--- config.mk ---
export PLATFORM = sky130hd
export DESIGN_NAME = fp_operand_loader
export DESIGN_NICKNAME = d
export VERILOG_FILES = /design/src/rtl/fp_operand_loader_pkg.sv /design/src/rtl/fp_operand_loader_btn_debounce.sv /design/src/rtl/fp_operand_loader.sv
export SDC_FILE = /design/constraint.sdc
export NUM_CORES = 1
export LEC_CHECK = 0
export ABC_AREA = 1
export BUFFER_PORTS_ARGS = -buffer_cell sky130_fd_sc_hd__buf_2
export CORE_MARGIN = 1.5
export CORE_UTILIZATION = 30
export CTS_BUF_LIST = sky130_fd_sc_hd__clkbuf_8
export DETAILED_ROUTE_END_ITERATION = 6
export GPL_ROUTABILITY_DRIVEN = 0
export MAX_ROUTING_LAYER = met4
export SETUP_SLACK_MARGIN = 0.15
export SLEW_MARGIN = 20
export SYNTH_ARGS = -nofsm -noshare
export SYNTH_HDL_FRONTEND = slang
export SYNTH_SLANG_ARGS = --single-unit
export TNS_END_PERCENT = 100
--- constraint.sdc ---
create_clock -name clk -period 2.1 [get_ports clk]
set_input_delay 0.42 -clock clk [delete_from_list [all_inputs] [get_ports clk]]
set_output_delay 0.42 -clock clk [all_outputs]
set_load 0.05 [all_outputs]
--- src/rtl/fp_operand_loader_pkg.sv ---
`default_nettype none
// ============================================================================
// Module      : fp_operand_loader_pkg
// Description : Shared state encodings, field widths and button indices for
//               the fp operand loader.
// Revision    : 1.0 - initial release
// ============================================================================
package fp_operand_loader_pkg;

    typedef enum logic [2:0] {
        ST_EXP1  = 3'd0,
        ST_FRAC1 = 3'd1,
        ST_EXP2  = 3'd2,
        ST_FRAC2 = 3'd3,
        ST_DONE  = 3'd4
    } state_e;

    localparam int EXP_W     = 4;
    localparam int FRAC_W    = 8;
    localparam int BTN_ENTER = 0;
    localparam int BTN_CLEAR = 1;

endpackage
`default_nettype wire

--- src/rtl/fp_operand_loader_btn_debounce.sv ---
`default_nettype none
// ============================================================================
// Module      : btn_debounce
// Description : Active-low button front end: synchronizer, debouncer and a
//               one-cycle press tick on the released-to-pressed transition.
// Revision    : 1.0 - initial release
// ============================================================================
module btn_debounce #(
    parameter int DB_CYCLES = 1_000_000,
    parameter int DB_W      = 20
) (
    input  logic clk,
    input  logic reset,
    input  logic i_btn_n,
    output logic o_tick
);

    logic            r_sync0_q, w_sync0_d;
    logic            r_sync1_q, w_sync1_d;
    logic            r_level_q, w_level_d;
    logic            r_prev_q,  w_prev_d;
    logic            r_tick_q,  w_tick_d;
    logic [DB_W-1:0] r_cnt_q,   w_cnt_d;

    always_comb begin
        w_sync0_d = ~i_btn_n;
        w_sync1_d = r_sync0_q;
        w_level_d = r_level_q;
        w_cnt_d   = r_cnt_q;
        if (r_sync1_q == r_level_q) begin
            w_cnt_d = '0;
        end else if (r_cnt_q == DB_W'(DB_CYCLES - 1)) begin
            w_level_d = ~r_level_q;
            w_cnt_d   = '0;
        end else begin
            w_cnt_d = r_cnt_q + 1'b1;
        end
        // Edge detect on the settled level so only a press produces a tick.
        w_prev_d = r_level_q;
        w_tick_d = r_level_q & ~r_prev_q;
    end

    always_ff @(posedge clk) begin
        if (reset) begin
            r_sync0_q <= 1'b0;
            r_sync1_q <= 1'b0;
            r_level_q <= 1'b0;
            r_prev_q  <= 1'b0;
            r_tick_q  <= 1'b0;
            r_cnt_q   <= '0;
        end else begin
            r_sync0_q <= w_sync0_d;
            r_sync1_q <= w_sync1_d;
            r_level_q <= w_level_d;
            r_prev_q  <= w_prev_d;
            r_tick_q  <= w_tick_d;
            r_cnt_q   <= w_cnt_d;
        end
    end

    assign o_tick = r_tick_q;

endmodule
`default_nettype wire

--- src/rtl/fp_operand_loader.sv ---
`default_nettype none
// ============================================================================
// Module      : fp_operand_loader
// Description : Debounced field-entry FSM capturing two fp operands from
//               switches into stable registered outputs.
// Revision    : 1.0 - initial release
// ============================================================================
module fp_operand_loader
    import fp_operand_loader_pkg::*;
#(
    parameter int DB_CYCLES = 1_000_000,
    parameter int DB_W      = 20
) (
    input  logic              clk,
    input  logic              reset,
    input  logic [1:0]        btn,
    input  logic [7:0]        sw,
    output logic              sign1,
    output logic [EXP_W-1:0]  exp1,
    output logic [FRAC_W-1:0] frac1,
    output logic              sign2,
    output logic [EXP_W-1:0]  exp2,
    output logic [FRAC_W-1:0] frac2,
    output logic              op_valid,
    output logic              done_tick,
    output logic [2:0]        step
);

    logic w_enter_tick;
    logic w_clear_tick;

    btn_debounce #(
        .DB_CYCLES(DB_CYCLES),
        .DB_W     (DB_W)
    ) u_enter_db (
        .clk    (clk),
        .reset  (reset),
        .i_btn_n(btn[BTN_ENTER]),
        .o_tick (w_enter_tick)
    );

    btn_debounce #(
        .DB_CYCLES(DB_CYCLES),
        .DB_W     (DB_W)
    ) u_clear_db (
        .clk    (clk),
        .reset  (reset),
        .i_btn_n(btn[BTN_CLEAR]),
        .o_tick (w_clear_tick)
    );

    state_e              r_state_q,     w_state_d;
    logic                r_sign1_q,     w_sign1_d;
    logic [EXP_W-1:0]    r_exp1_q,      w_exp1_d;
    logic [FRAC_W-1:0]   r_frac1_q,     w_frac1_d;
    logic                r_sign2_q,     w_sign2_d;
    logic [EXP_W-1:0]    r_exp2_q,      w_exp2_d;
    logic [FRAC_W-1:0]   r_frac2_q,     w_frac2_d;
    logic                r_op_valid_q,  w_op_valid_d;
    logic                r_done_tick_q, w_done_tick_d;

    always_comb begin
        w_state_d = r_state_q;
        w_sign1_d = r_sign1_q;
        w_exp1_d  = r_exp1_q;
        w_frac1_d = r_frac1_q;
        w_sign2_d = r_sign2_q;
        w_exp2_d  = r_exp2_q;
        w_frac2_d = r_frac2_q;

        // Clear outranks enter; illegal encodings recover the same way.
        if (w_clear_tick) begin
            w_state_d = ST_EXP1;
            w_sign1_d = 1'b0;
            w_exp1_d  = '0;
            w_frac1_d = '0;
            w_sign2_d = 1'b0;
            w_exp2_d  = '0;
            w_frac2_d = '0;
        end else begin
            case (r_state_q)
                ST_EXP1: if (w_enter_tick) begin
                    w_exp1_d  = sw[EXP_W-1:0];
                    w_state_d = ST_FRAC1;
                end
                ST_FRAC1: if (w_enter_tick) begin
                    w_sign1_d = sw[7];
                    w_frac1_d = {1'b1, sw[6:0]};
                    w_state_d = ST_EXP2;
                end
                ST_EXP2: if (w_enter_tick) begin
                    w_exp2_d  = sw[EXP_W-1:0];
                    w_state_d = ST_FRAC2;
                end
                ST_FRAC2: if (w_enter_tick) begin
                    w_sign2_d = sw[7];
                    w_frac2_d = {1'b1, sw[6:0]};
                    w_state_d = ST_DONE;
                end
                ST_DONE: if (w_enter_tick) begin
                    w_state_d = ST_EXP1;
                end
                default: begin
                    w_state_d = ST_EXP1;
                    w_sign1_d = 1'b0;
                    w_exp1_d  = '0;
                    w_frac1_d = '0;
                    w_sign2_d = 1'b0;
                    w_exp2_d  = '0;
                    w_frac2_d = '0;
                end
            endcase
        end

        w_op_valid_d  = (w_state_d == ST_DONE);
        w_done_tick_d = (w_state_d == ST_DONE) && (r_state_q != ST_DONE);
    end

    always_ff @(posedge clk) begin
        if (reset) begin
            r_state_q     <= ST_EXP1;
            r_sign1_q     <= 1'b0;
            r_exp1_q      <= '0;
            r_frac1_q     <= '0;
            r_sign2_q     <= 1'b0;
            r_exp2_q      <= '0;
            r_frac2_q     <= '0;
            r_op_valid_q  <= 1'b0;
            r_done_tick_q <= 1'b0;
        end else begin
            r_state_q     <= w_state_d;
            r_sign1_q     <= w_sign1_d;
            r_exp1_q      <= w_exp1_d;
            r_frac1_q     <= w_frac1_d;
            r_sign2_q     <= w_sign2_d;
            r_exp2_q      <= w_exp2_d;
            r_frac2_q     <= w_frac2_d;
            r_op_valid_q  <= w_op_valid_d;
            r_done_tick_q <= w_done_tick_d;
        end
    end

    assign sign1     = r_sign1_q;
    assign exp1      = r_exp1_q;
    assign frac1     = r_frac1_q;
    assign sign2     = r_sign2_q;
    assign exp2      = r_exp2_q;
    assign frac2     = r_frac2_q;
    assign op_valid  = r_op_valid_q;
    assign done_tick = r_done_tick_q;
    assign step      = r_state_q;

endmodule
`default_nettype wire

==> summary.md <==
| Metric | Value |
|---|---|
| Status | finished clean |
| Routed len/inst | 11.3 um |
| Max_cap viols | 0 |
| Die area | 0.0127 mm2 |
| GRT overflow | 0 |
| Placement Setup Slack | 0.327 ns |
| Worst vdd ir | 278 uV |
| Mean Syn Cell Area | 7.44 um2 |
| Worst EP required | 2.35 ns |
| Post-synthesis xor/xnor area fraction | 5.10% |
| Fmax | 612 MHz |
| Met3 routed WL | 307 um |
| Worst-Skew Late Latency | 0.36 ns |
| Mapped Cells | 485 |
| R2r startpoint | u_clear_db.r_cnt_q[0]$_SDFF_PP0_ |
| Final WS setup | 0.465 ns |
| CTS Hold Buffers Added | 0 |
| Sum Neg Setup Slack | 0 ns |
| Leak | 1.36 nW |
| Max Root-Sink Buffers | 2 |
| Cell Rows | 39 |
| Yosys warns | 0 |
| P_int | 0.00199 W |
| Critical path launch point type | register |
| CTS Buf Count | 9 |
| Synthesized area | 0.00361 mm2 |
| Top FF cell, synth | dfxtp_1 |
| DP Wirelength | 5710 um |
| M1 wire length | 3690 um |
| Port-buffer cells | 42 |
| Total power | 0.00265 W |
| Final net count | 543 |
| Slew headroom | 53.2% |
| Compound-Gate Fraction of Synth Area | 8.01% |
| Die Width | 113 um |
| DRT iter0 DRCs | 209 |
| Worst Path Class, Setup | register to register |
| Vias | 3133 |
| Drt first pass iters | 4 |
| Gate power share | 1.9% |
| Setup bufs post-CTS | 0 |
| Final worst path period share | 77.9% |
| Post-CTS sizing | 0 |
| Worst Skew | 0.0125 ns |
| Yosys cell types | 33 |
| Ys async rst share | 0% |
| H-tree Lvls | 3 |
| Final setup vio count | 0 |
| Arr. time, crit path | 1.89 ns |
| Flops & latches, synth | 81 |
| Initial antenna violation count | 0 |
| CTS tree | built |
| Largest net degree at the start of global routing | 27 |
| CP max FO | 20 |
| Routed Antenna Nets | 0 |
| Switch share | 24.7% |
| First-pass GRT wire length | 13400 um |
| Tmin final | 1.63 ns |
| P&R area growth vs syn | 14.6% |
| Layout cells sized above 1 | 19.1% |
| Worst Hold Class | input port to register |
| Synth cell count leaders | nand2_1, nor2_1, dfxtp_1 |
| Mapped Nets | 499 |
| Sequential area share after synthesis | 44.9% |
| Final hold vios | 0 |
| Slew Viols, Final | 0 |
| Initial Utilization | 31.2% |
| Largest family of logic cells by synthesized area | simple AND/OR/NAND/NOR gates |
| Crit path from | u_clear_db.r_cnt_q[0]$_SDFF_PP0_ |
| Clk sinks | 81 |
| Area contributors post-synth | dfxtp_1, nand2_1, nor2_1, a21oi_1, inv_1 |
| Vias in the first global route | 3058 |
| Remaining DRCs | 0 |
| Mux share of post-synthesis cell area | 0% |
| Root Driver | clkbuf_8 |
| Number of synthesized flops with an enable pin | 0 |
| Most frequent cell after synthesis | nand2_1 |
| PwrDens | 640 mW/mm2 |
| Worst slew pin tran | 0.698 ns |
| CORE AREA | 0.0116 mm2 |
| Core Util, Final | 35.8% |
| Top sig layer | met4 |
| Clock-pin slew on the worst setup and hold paths | 0.08 ns |
| Clock share of power | 39.9% |
| Unrepaired setup endpoints after global routing | no |
| Post-synthesis simple-gate area fraction | 35.7% |
| Cell taking the most area after synthesis | dfxtp_1 |
| Top Ports | 43 |
| Via density per instance | 4.63 |
| Die height | 113 um |
| Critical Path Sink Type | register |
| Min-delay src | btn[1] |
| Flop pwr share | 58.3% |
| Met2 WL | 3540 um |
| Adder-Cell Fraction of Synth Area | 0.693% |
| Final wirelength | 7660 um |
| Gr usage total | 13.3% |
| ANT cells | 0 |
| Top-area cell type share of the netlist area | 44.9% |
| P_sw | 0.000653 W |
power by group through the flow:
stage	Sequential [W]	Combinational (W)	Clock [W]
after detailed placement	0.00158	0.0000492	0
after global placement	0.00158	0.0000487	0
final	0.00154	0.0000492	0.00105
after CTS	0.00154	0.0000496	0.00109
after floorplan	0.00158	0.0000280	0
after global routing	0.00154	0.0000548	0.00114
state kept, by name, indices dropped and copies added, names as in the netlist, 3 cells and up:
register / count
frac2: 8
u_clear_db.r_cnt_q: 20
u_enter_db.r_cnt_q: 20
frac1: 8
exp2: 4
exp1: 4
step: 3
worst paths after layout:
check | end | slack [ns] | cells after the start
setup reg to reg | u_clear_db.r_cnt_q[16]$_SDFF_PP0_ | 0.47 | 9
hold reg to reg | u_enter_db.o_tick$_SDFF_PP0_ | 0.40 | 1
hold / removal | u_clear_db.r_sync0_q$_SDFF_PP0_ | 0.23 | 2
setup / recovery | u_clear_db.r_cnt_q[16]$_SDFF_PP0_ | 0.47 | 9
per-layer routing:
layer	global-route usage (%)	up-vias
met3	3.32	10
met1	15.6	1436
met5	-	-
met2	21.5	49
met4	5.65	0
li1	-	1638
stage by stage:
stage	cells	hold WS, ns	cell area, um2
3_3_place_gp	661	0.378	3960
6_report	677	0.235	4140
2_1_floorplan	485	0.373	3610
5_1_grt	677	0.212	4140
3_5_place_dp	661	0.383	3960
4_1_cts	677	0.214	4140
cells by family (layout without fill, tap and decap cells):
group / Yosys count / after routing
flops: 81 / 81
compound gates: 50 / 50
xor+xnor: 21 / 21
fa+ha+maj: 2 / 2
simple gates: 284 / 284
buf+inv: 47 / 96
worst max-delay path, cell delays in order, from the launching register on:
cell and delay, ns:
dfxtp_1 0.44, ha_1 0.27, nand3_4 0.12, nor2_4 0.14, nand2_4 0.07, nor2_4 0.10, nand2_2 0.06, nand2_2 0.08
buf_12 0.18, nor2_2 0.05
area by class of cell:
cell class	count	area (um2)
inverters	37	139
flip-flops and latches	81	1620
clock inverters	7	55.1
well taps	143	179
repair buffers	43	230
fillers	1206	7430
multi-input cells	357	1790
clock buffers	9	124
layout by cell type, fill, tap and decap left out, types with 2 or more instances in the layout:
master,instances
nand2_1,120
nor2_1,84
dfxtp_1,81
buf_2,42
a21oi_1,35
inv_1,33
nand3_1,23
nor2_2,16
nand4_1,13
xor2_1,12
a21oi_2,9
xnor2_1,9
clkbuf_8,9
nor3_1,4
nand3_2,4
inv_2,3
nor4_1,3
o21ai_0,3
a211oi_1,2
nor3_2,2
and2_1,2
nand3b_1,2
nor2_4,2
nand2_4,2
nand2_2,2
or2_0,2
or2_2,2
ha_1,2
inv_6,2
clkinvlp_4,2
clkinv_4,2
(Power assumes the default switching activity.)
